===== src/rtl/encoder_16x4_hs_if.sv =====
// Handshake bundle for the 16-to-4 encoder: one-hot word in, encoded index out.
// slave is the encoder's view; master is the producer/consumer side.
interface encoder_16x4_hs_if;
  logic        in_valid;
  logic        in_ready;
  logic [15:0] in_vec;
  logic        out_valid;
  logic        out_ready;
  logic [3:0]  out_code;
  logic        out_zero;
  logic        out_multi;

  modport master (
    output in_valid, in_vec, out_ready,
    input  in_ready, out_valid, out_code, out_zero, out_multi
  );

  modport slave (
    input  in_valid, in_vec, out_ready,
    output in_ready, out_valid, out_code, out_zero, out_multi
  );
endinterface


===== src/rtl/encoder_16x4_hs.sv =====
// Registered 16-to-4 priority encoder behind a single-register valid/ready stage.
// Flags zero-hot and multi-hot words and keeps a saturating multi-hot count.
module encoder_16x4_hs #(
  parameter int unsigned PRIORITY_HIGH = 1,
  parameter int unsigned ERR_W         = 8
) (
  input  logic             clk,
  input  logic             rst_n,
  encoder_16x4_hs_if.slave bus,
  output logic [ERR_W-1:0] err_cnt
);

  typedef enum logic {
    EMPTY = 1'b0,
    FULL  = 1'b1
  } state_t;

  state_t     state;
  state_t     state_nxt;
  logic       in_ready;
  logic       load;
  logic [3:0] enc_code;
  logic       enc_zero;
  logic       enc_multi;
  logic [3:0] code_q;
  logic       zero_q;
  logic       multi_q;

  // Clearing the lowest set bit leaves something only when two or more bits were set.
  always_comb begin
    enc_code  = '0;
    enc_zero  = (bus.in_vec == '0);
    enc_multi = ((bus.in_vec & (bus.in_vec - 16'd1)) != '0);
    for (int unsigned i = 0; i < 16; i++) begin
      if (PRIORITY_HIGH != 0) begin
        if (bus.in_vec[i]) enc_code = 4'(i);
      end else begin
        if (bus.in_vec[15 - i]) enc_code = 4'(15 - i);
      end
    end
  end

  always_ff @(posedge clk or negedge rst_n) begin
    if (!rst_n) state <= EMPTY;
    else        state <= state_nxt;
  end

  always_comb begin
    state_nxt = state;
    in_ready  = 1'b1;
    case (state)
      EMPTY: begin
        in_ready = 1'b1;
        if (bus.in_valid) state_nxt = FULL;
      end
      FULL: begin
        in_ready = bus.out_ready;
        if (bus.out_ready && !bus.in_valid) state_nxt = EMPTY;
      end
      default: state_nxt = EMPTY;
    endcase
  end

  assign load = bus.in_valid & in_ready;

  always_ff @(posedge clk or negedge rst_n) begin
    if (!rst_n) begin
      code_q  <= '0;
      zero_q  <= 1'b0;
      multi_q <= 1'b0;
    end else if (load) begin
      code_q  <= enc_code;
      zero_q  <= enc_zero;
      multi_q <= enc_multi;
    end
  end

  always_ff @(posedge clk or negedge rst_n) begin
    if (!rst_n) begin
      err_cnt <= '0;
    end else if (load && enc_multi && (err_cnt != '1)) begin
      err_cnt <= err_cnt + ERR_W'(1);
    end
  end

  assign bus.in_ready  = in_ready;
  assign bus.out_valid = (state == FULL);
  assign bus.out_code  = code_q;
  assign bus.out_zero  = zero_q;
  assign bus.out_multi = multi_q;

  out_hold: assert property (@(posedge clk) disable iff (!rst_n)
    (bus.out_valid && !bus.out_ready) |=> (bus.out_valid && $stable({code_q, zero_q, multi_q})));

endmodule

===== src/flat_wrapper.sv =====
// flat-port wrapper written by rule: the top's interface ports become plain ports
module encoder_16x4_hs_flat 
#(
  parameter int unsigned PRIORITY_HIGH = 1,
  parameter int unsigned ERR_W         = 8
)
  (clk, rst_n, err_cnt, bus_in_valid, bus_in_vec, bus_out_ready, bus_in_ready, bus_out_valid, bus_out_code, bus_out_zero, bus_out_multi);
  encoder_16x4_hs_if bus_i ();
  input  logic clk;
  input  logic rst_n;
  output logic [ERR_W-1:0] err_cnt;
  input wire logic [$bits(bus_i.in_valid)-1:0] bus_in_valid;
  input wire logic [$bits(bus_i.in_vec)-1:0] bus_in_vec;
  input wire logic [$bits(bus_i.out_ready)-1:0] bus_out_ready;
  output wire logic [$bits(bus_i.in_ready)-1:0] bus_in_ready;
  output wire logic [$bits(bus_i.out_valid)-1:0] bus_out_valid;
  output wire logic [$bits(bus_i.out_code)-1:0] bus_out_code;
  output wire logic [$bits(bus_i.out_zero)-1:0] bus_out_zero;
  output wire logic [$bits(bus_i.out_multi)-1:0] bus_out_multi;
  assign bus_i.in_valid = bus_in_valid;
  assign bus_i.in_vec = bus_in_vec;
  assign bus_i.out_ready = bus_out_ready;
  assign bus_in_ready = bus_i.in_ready;
  assign bus_out_valid = bus_i.out_valid;
  assign bus_out_code = bus_i.out_code;
  assign bus_out_zero = bus_i.out_zero;
  assign bus_out_multi = bus_i.out_multi;
  encoder_16x4_hs #(.PRIORITY_HIGH(PRIORITY_HIGH), .ERR_W(ERR_W)) u_core (.clk(clk), .rst_n(rst_n), .bus(bus_i), .err_cnt(err_cnt));
endmodule

===== config.mk =====
export PLATFORM = sky130hd
export DESIGN_NAME = encoder_16x4_hs_flat
export DESIGN_NICKNAME = d
export VERILOG_FILES = /design/src/rtl/encoder_16x4_hs_if.sv /design/src/rtl/encoder_16x4_hs.sv /design/src/flat_wrapper.sv
export SDC_FILE = /design/constraint.sdc
export NUM_CORES = 1
export LEC_CHECK = 0
export CELL_PAD_IN_SITES_DETAIL_PLACEMENT = 1
export CELL_PAD_IN_SITES_GLOBAL_PLACEMENT = 1
export CORE_AREA = 10 10 65 67
export DETAILED_ROUTE_END_ITERATION = 8
export DIE_AREA = 0 0 75 77
export PLACE_DENSITY = 0.83
export REMOVE_ABC_BUFFERS = 1
export SYNTH_ARGS = -nofsm -noshare
export SYNTH_HDL_FRONTEND = slang
export SYNTH_SLANG_ARGS = --single-unit

===== constraint.sdc =====
create_clock -name clk -period 4.7 [get_ports clk]
set_input_delay 0.94 -clock clk [delete_from_list [all_inputs] [get_ports clk]]
set_output_delay 0.94 -clock clk [all_outputs]
set_load 0.05 [all_outputs]

# ---- After elaboration in Yosys (flattened, before gate mapping)
# Cells that the tools add are included.
# W data, S select, Z words.
dict set report totals {
  elab_cells 36
  output_inout_bits 16
  inputBits 20
  ff_bits 15
}
dict set report classes {
  addsub 2
  n_eq_ne 1
  muxes 19
  n_reduce_logical 6
  bitwise_logic 3
}
# cell n
set op_table {}
lappend op_table {{$mux W4} 14}
lappend op_table {{$and A16 B16 Y16} 1}
lappend op_table {{$logic_not A16 Y1} 1}
lappend op_table {{$reduce_bool A16 Y1} 1}
lappend op_table {{$sub A16 B1 Y16 const B} 1}
lappend op_table {{$add A8 B1 Y8 const B} 1}
lappend op_table {{$ne A8 B8 Y1 const B} 1}
lappend op_table {{$pmux W1 S2} 2}
lappend op_table {{$logic_and A1 B1 Y1} 3}
lappend op_table {{$mux W1} 3}
lappend op_table {{$and A1 B1 Y1} 1}
lappend op_table {{$logic_not A1 Y1} 1}
lappend op_table {{$not A1 Y1} 1}

# ---- Longest topological paths before layout
dict set report depth {
  word_depth 15
  mapped_depth 6
  ltp_nobuf 6
}

# ---- Worst setup path before layout
# OpenSTA, ideal clock, no wires.
dict set report synth_path {
  path_type {input to register}
  from {in bus_out_ready}
  to {reg u_core.err_cnt[1]}
  setup_ns 0.125
  stages 5
  path_slack_ns 2.229
  path_buffers 0
  arrival_time_ns 2.346
  t_required_ns 4.575
  cell_sequence {nand2b_1 nand2_1 a31o_2 a31oi_4 mux2_4}
}
dict set report synth_between {
  elab_chain_len 4
}
# element line
set synth_rtl {}
lappend synth_rtl {{from (decl)} flat_wrapper.sv:14} ;# input wire logic [$bits(bus_i.out_ready)-1:0] bus_out_ready;
lappend synth_rtl {{$pmux W1 S2} encoder_16x4_hs.sv:51} ;# case (state)
lappend synth_rtl {{$and A1 B1 Y1} encoder_16x4_hs.sv:64} ;# assign load = bus.in_valid & in_ready;
lappend synth_rtl {{$logic_and A1 B1 Y1 (2 in a row)} encoder_16x4_hs.sv:81} ;# end else if (load && enc_multi && (err_cnt != '1)) begin
lappend synth_rtl {{to (signal assigned)} encoder_16x4_hs.sv:82} ;# err_cnt <= err_cnt + ERR_W'(1);
lappend synth_rtl {{to (decl)} encoder_16x4_hs.sv:10} ;# output logic [ERR_W-1:0] err_cnt
# No other way between the ends.
# A chain may end at the register's enable or synchronous reset.

# ---- Worst setup path after layout
dict set report layout_path {
  from {in bus_out_ready}
  to {out bus_in_ready}
}
dict set report layout_between {
  elab_chain_len 1
}
# element line
set layout_rtl {}
lappend layout_rtl {{$pmux W1 S2} encoder_16x4_hs.sv:51}
lappend layout_rtl {{to (decl)} flat_wrapper.sv:15} ;# output wire logic [$bits(bus_i.in_ready)-1:0] bus_in_ready;
# No other way between the ends.

==> flow_summary.json <==
{
  "leakagePower_nw": 0.523,
  "drt-pass1-iter-count": 4,
  "critPathLaunchType": "primary input",
  "ios": 36,
  "synth_edf_count": 0,
  "fp.dieH_um": 77,
  "synthArstFlopShare": 1.00,
  "num_vias": 973,
  "wl_per_cell_um": 17.0,
  "cap_violations": 0,
  "cts_buffers": 3,
  "portBuffers": 35,
  "final_cells": 172,
  "cts.path.max_buffers": 2,
  "syn-instance-count": 101,
  "yosysMostFrequentCell": "dfrtp_1",
  "dp_hpwl_mm": 2.53,
  "status": "completed",
  "track_usage": 0.106,
  "cts.reportedPaths.clkPinSlew_ps": 90,
  "max_freq_mhz": 292,
  "worst_slew_pin_slew_ps": 666,
  "root_buffer": "clkbuf_4",
  "gp_congestion": 0.849,
  "numClockSinks": 15,
  "grt.overflow.total": 0,
  "cp-end-kind": "output pin",
  "finalCriticalPeriod_ps": 3430,
  "post_cts_buffers": 0,
  "syn-mean-instance-area_um2": 9.87,
  "total_power_mw": 0.548,
  "diodes": 0,
  "viasPerCell": 5.66,
  "grt_pass1_wl_mm": 5.02,
  "ys_seq_elements": 15,
  "ys_top_cells_by_area": "dfrtp_1 38%, xnor2_1 5.3%, nand4_1 5.0%",
  "area_delta_synth_final_pct": 41.7,
  "worstPathArrival_ps": 2490,
  "synthFlopType": "dfrtp_1",
  "htreeDepth": 1,
  "slew_viol_final": 0,
  "synth_area_um2": 997,
  "fp.dieW_um": 75,
  "tritoncts": "done",
  "antenna_found_initial": 0,
  "ys_types": 39,
  "setup_violations": 0,
  "yosysSeqAreaShare": 0.376,
  "min_period_over_period": 0.730,
  "ir_drop_v": 0.000103,
  "postRouteAntennaNets": 0,
  "path_max_fanout": 5,
  "hold_viol": 0,
  "fin_nets": 161,
  "synth_top_area_frac": 0.376,
  "layout-drive-gt1-share": 0.115,
  "initial_core_util": 0.335,
  "rsz0062_at_grt": "no",
  "row_count": 20,
  "min_path_type": "flop to flop",
  "drtIter0Drc": 28,
  "tns_ps": 0,
  "cp_data_required_time_ps": 3760,
  "grt_pass1_vias": 1107,
  "wl_mm": 2.92,
  "fin_skew_ps": 2.28,
  "relSlewSlack": 0.554,
  "fp.dieArea_um2": 5780,
  "worstSetupPathType": "primary input to output pin",
  "synthTopCellsByCount": "15 x dfrtp_1, 9 x nor2_1, 8 x nand4_1",
  "route.detailed.drc": 0,
  "cts_resized": 0,
  "cts_hold_buf": 0,
  "grt_max_degree": 16,
  "ys_warn_count": 0,
  "fp.coreArea_um2": 2980,
  "power-per-cell-area_nw_per_um2": 388,
  "placed_cells": 168,
  "yosysTopAreaCell": "dfrtp_1",
  "clock_latency_ps": 270
}
-- through the flow --
| stage | utilization | instance area, um2 | setup slack [ps] | hold WS [ps] |
|---|---|---|---|---|
| after floorplan | - | 993 | 1990 | 644 |
| after global placement | 0.465 | 1390 | 1370 | 464 |
| after detailed placement | 0.465 | 1390 | 1270 | 476 |
| after CTS | 0.474 | 1410 | 1270 | 497 |
| after global routing | 0.474 | 1410 | 1220 | 518 |
| final | 0.474 | 1410 | 1270 | 487 |
-- layer usage --
metal | GRT usage | vias to the layer above | wire length, um
li1 | - | 466 | -
met1 | 0.108 | 469 | 1160
met5 | 0 | - | 0
met2 | 0.184 | 32 | 1430
met4 | 0.0568 | 0 | 102
met3 | 0.0309 | 6 | 234
-- final timing paths --
check                                            startpoint  slack (ps)                          endpoint  cells past startpoint
max                                           bus_out_ready        1270                      bus_in_ready                      3
max in group asynchronous                             rst_n        3210     u_core.err_cnt[2]$_DFFE_PN0P_                      1
min                        u_core.bus.out_multi$_DFFE_PN0P_         490  u_core.bus.out_multi$_DFFE_PN0P_                      1
max reg2reg                  u_core.bus.out_valid$_DFF_PN0_        2840     u_core.err_cnt[1]$_DFFE_PN0P_                      5
min in group asynchronous                             rst_n        1070     u_core.err_cnt[0]$_DFFE_PN0P_                      1
min reg2reg                u_core.bus.out_multi$_DFFE_PN0P_         490  u_core.bus.out_multi$_DFFE_PN0P_                      1
-- cells in the final DEF, fill, tap and decap left out, drive strengths merged, types with 3 or more instances in the layout --
| cell | count |
|---|---|
| clkdlybuf4s50 | 35 |
| dfrtp | 15 |
| nor2 | 9 |
| nand4 | 8 |
| nand2 | 6 |
| xnor2 | 6 |
| nor3 | 5 |
| nand2b | 4 |
| o21ai | 4 |
| and3 | 4 |
| a31oi | 4 |
| inv | 3 |
| a21oi | 3 |
| clkbuf | 3 |
| nor4 | 3 |
-- registers in the layout, summed over array words and instances (netlist names) --
register	cells
u_core.err_cnt	8
u_core.bus.out_code	4
u_core.bus.out_multi	1
u_core.bus.out_valid	1
u_core.bus.out_zero	1
-- where the power goes --
part	internal (mW)	switching (mW)	leakage (nW)	total, mW
registers	0.160	0.0345	0.180	0.195
logic	0.108	0.176	0.325	0.283
clock network	0.0315	0.0385	0.0177	0.0699
total	0.299	0.249	0.523	0.548
-- layout make-up --
type	count	area, um2
inverter	3	11.3
clock buffer	3	22.5
tap	33	41.3
multi-input combinational	82	607
clock inverter	1	5.00
sequential	15	375
timing repair buffer	35	350
fill	355	1570
-- worst max-delay path: stages --
cell and delay, ps:
clkdlybuf4s50_1 480, nand2b_1 210, clkdlybuf4s50_1 850
-- cells by family (layout without fill, tap and decap cells) --
logic type | count (synthesis) | count (layout) | synth area share
AND/OR/NAND/NOR | 44 | 44 | 0.269
AO/OA/AOI/OAI | 28 | 28 | 0.241
flip-flops | 15 | 15 | 0.376
XOR/XNOR | 7 | 7 | 0.0615
buffers and inverters | 4 | 42 | 0.0151
multiplexers | 2 | 2 | 0.0251
adder cells (fa/ha/maj) | 1 | 1 | 0.0125
Power figures use the tool's default switching activity.
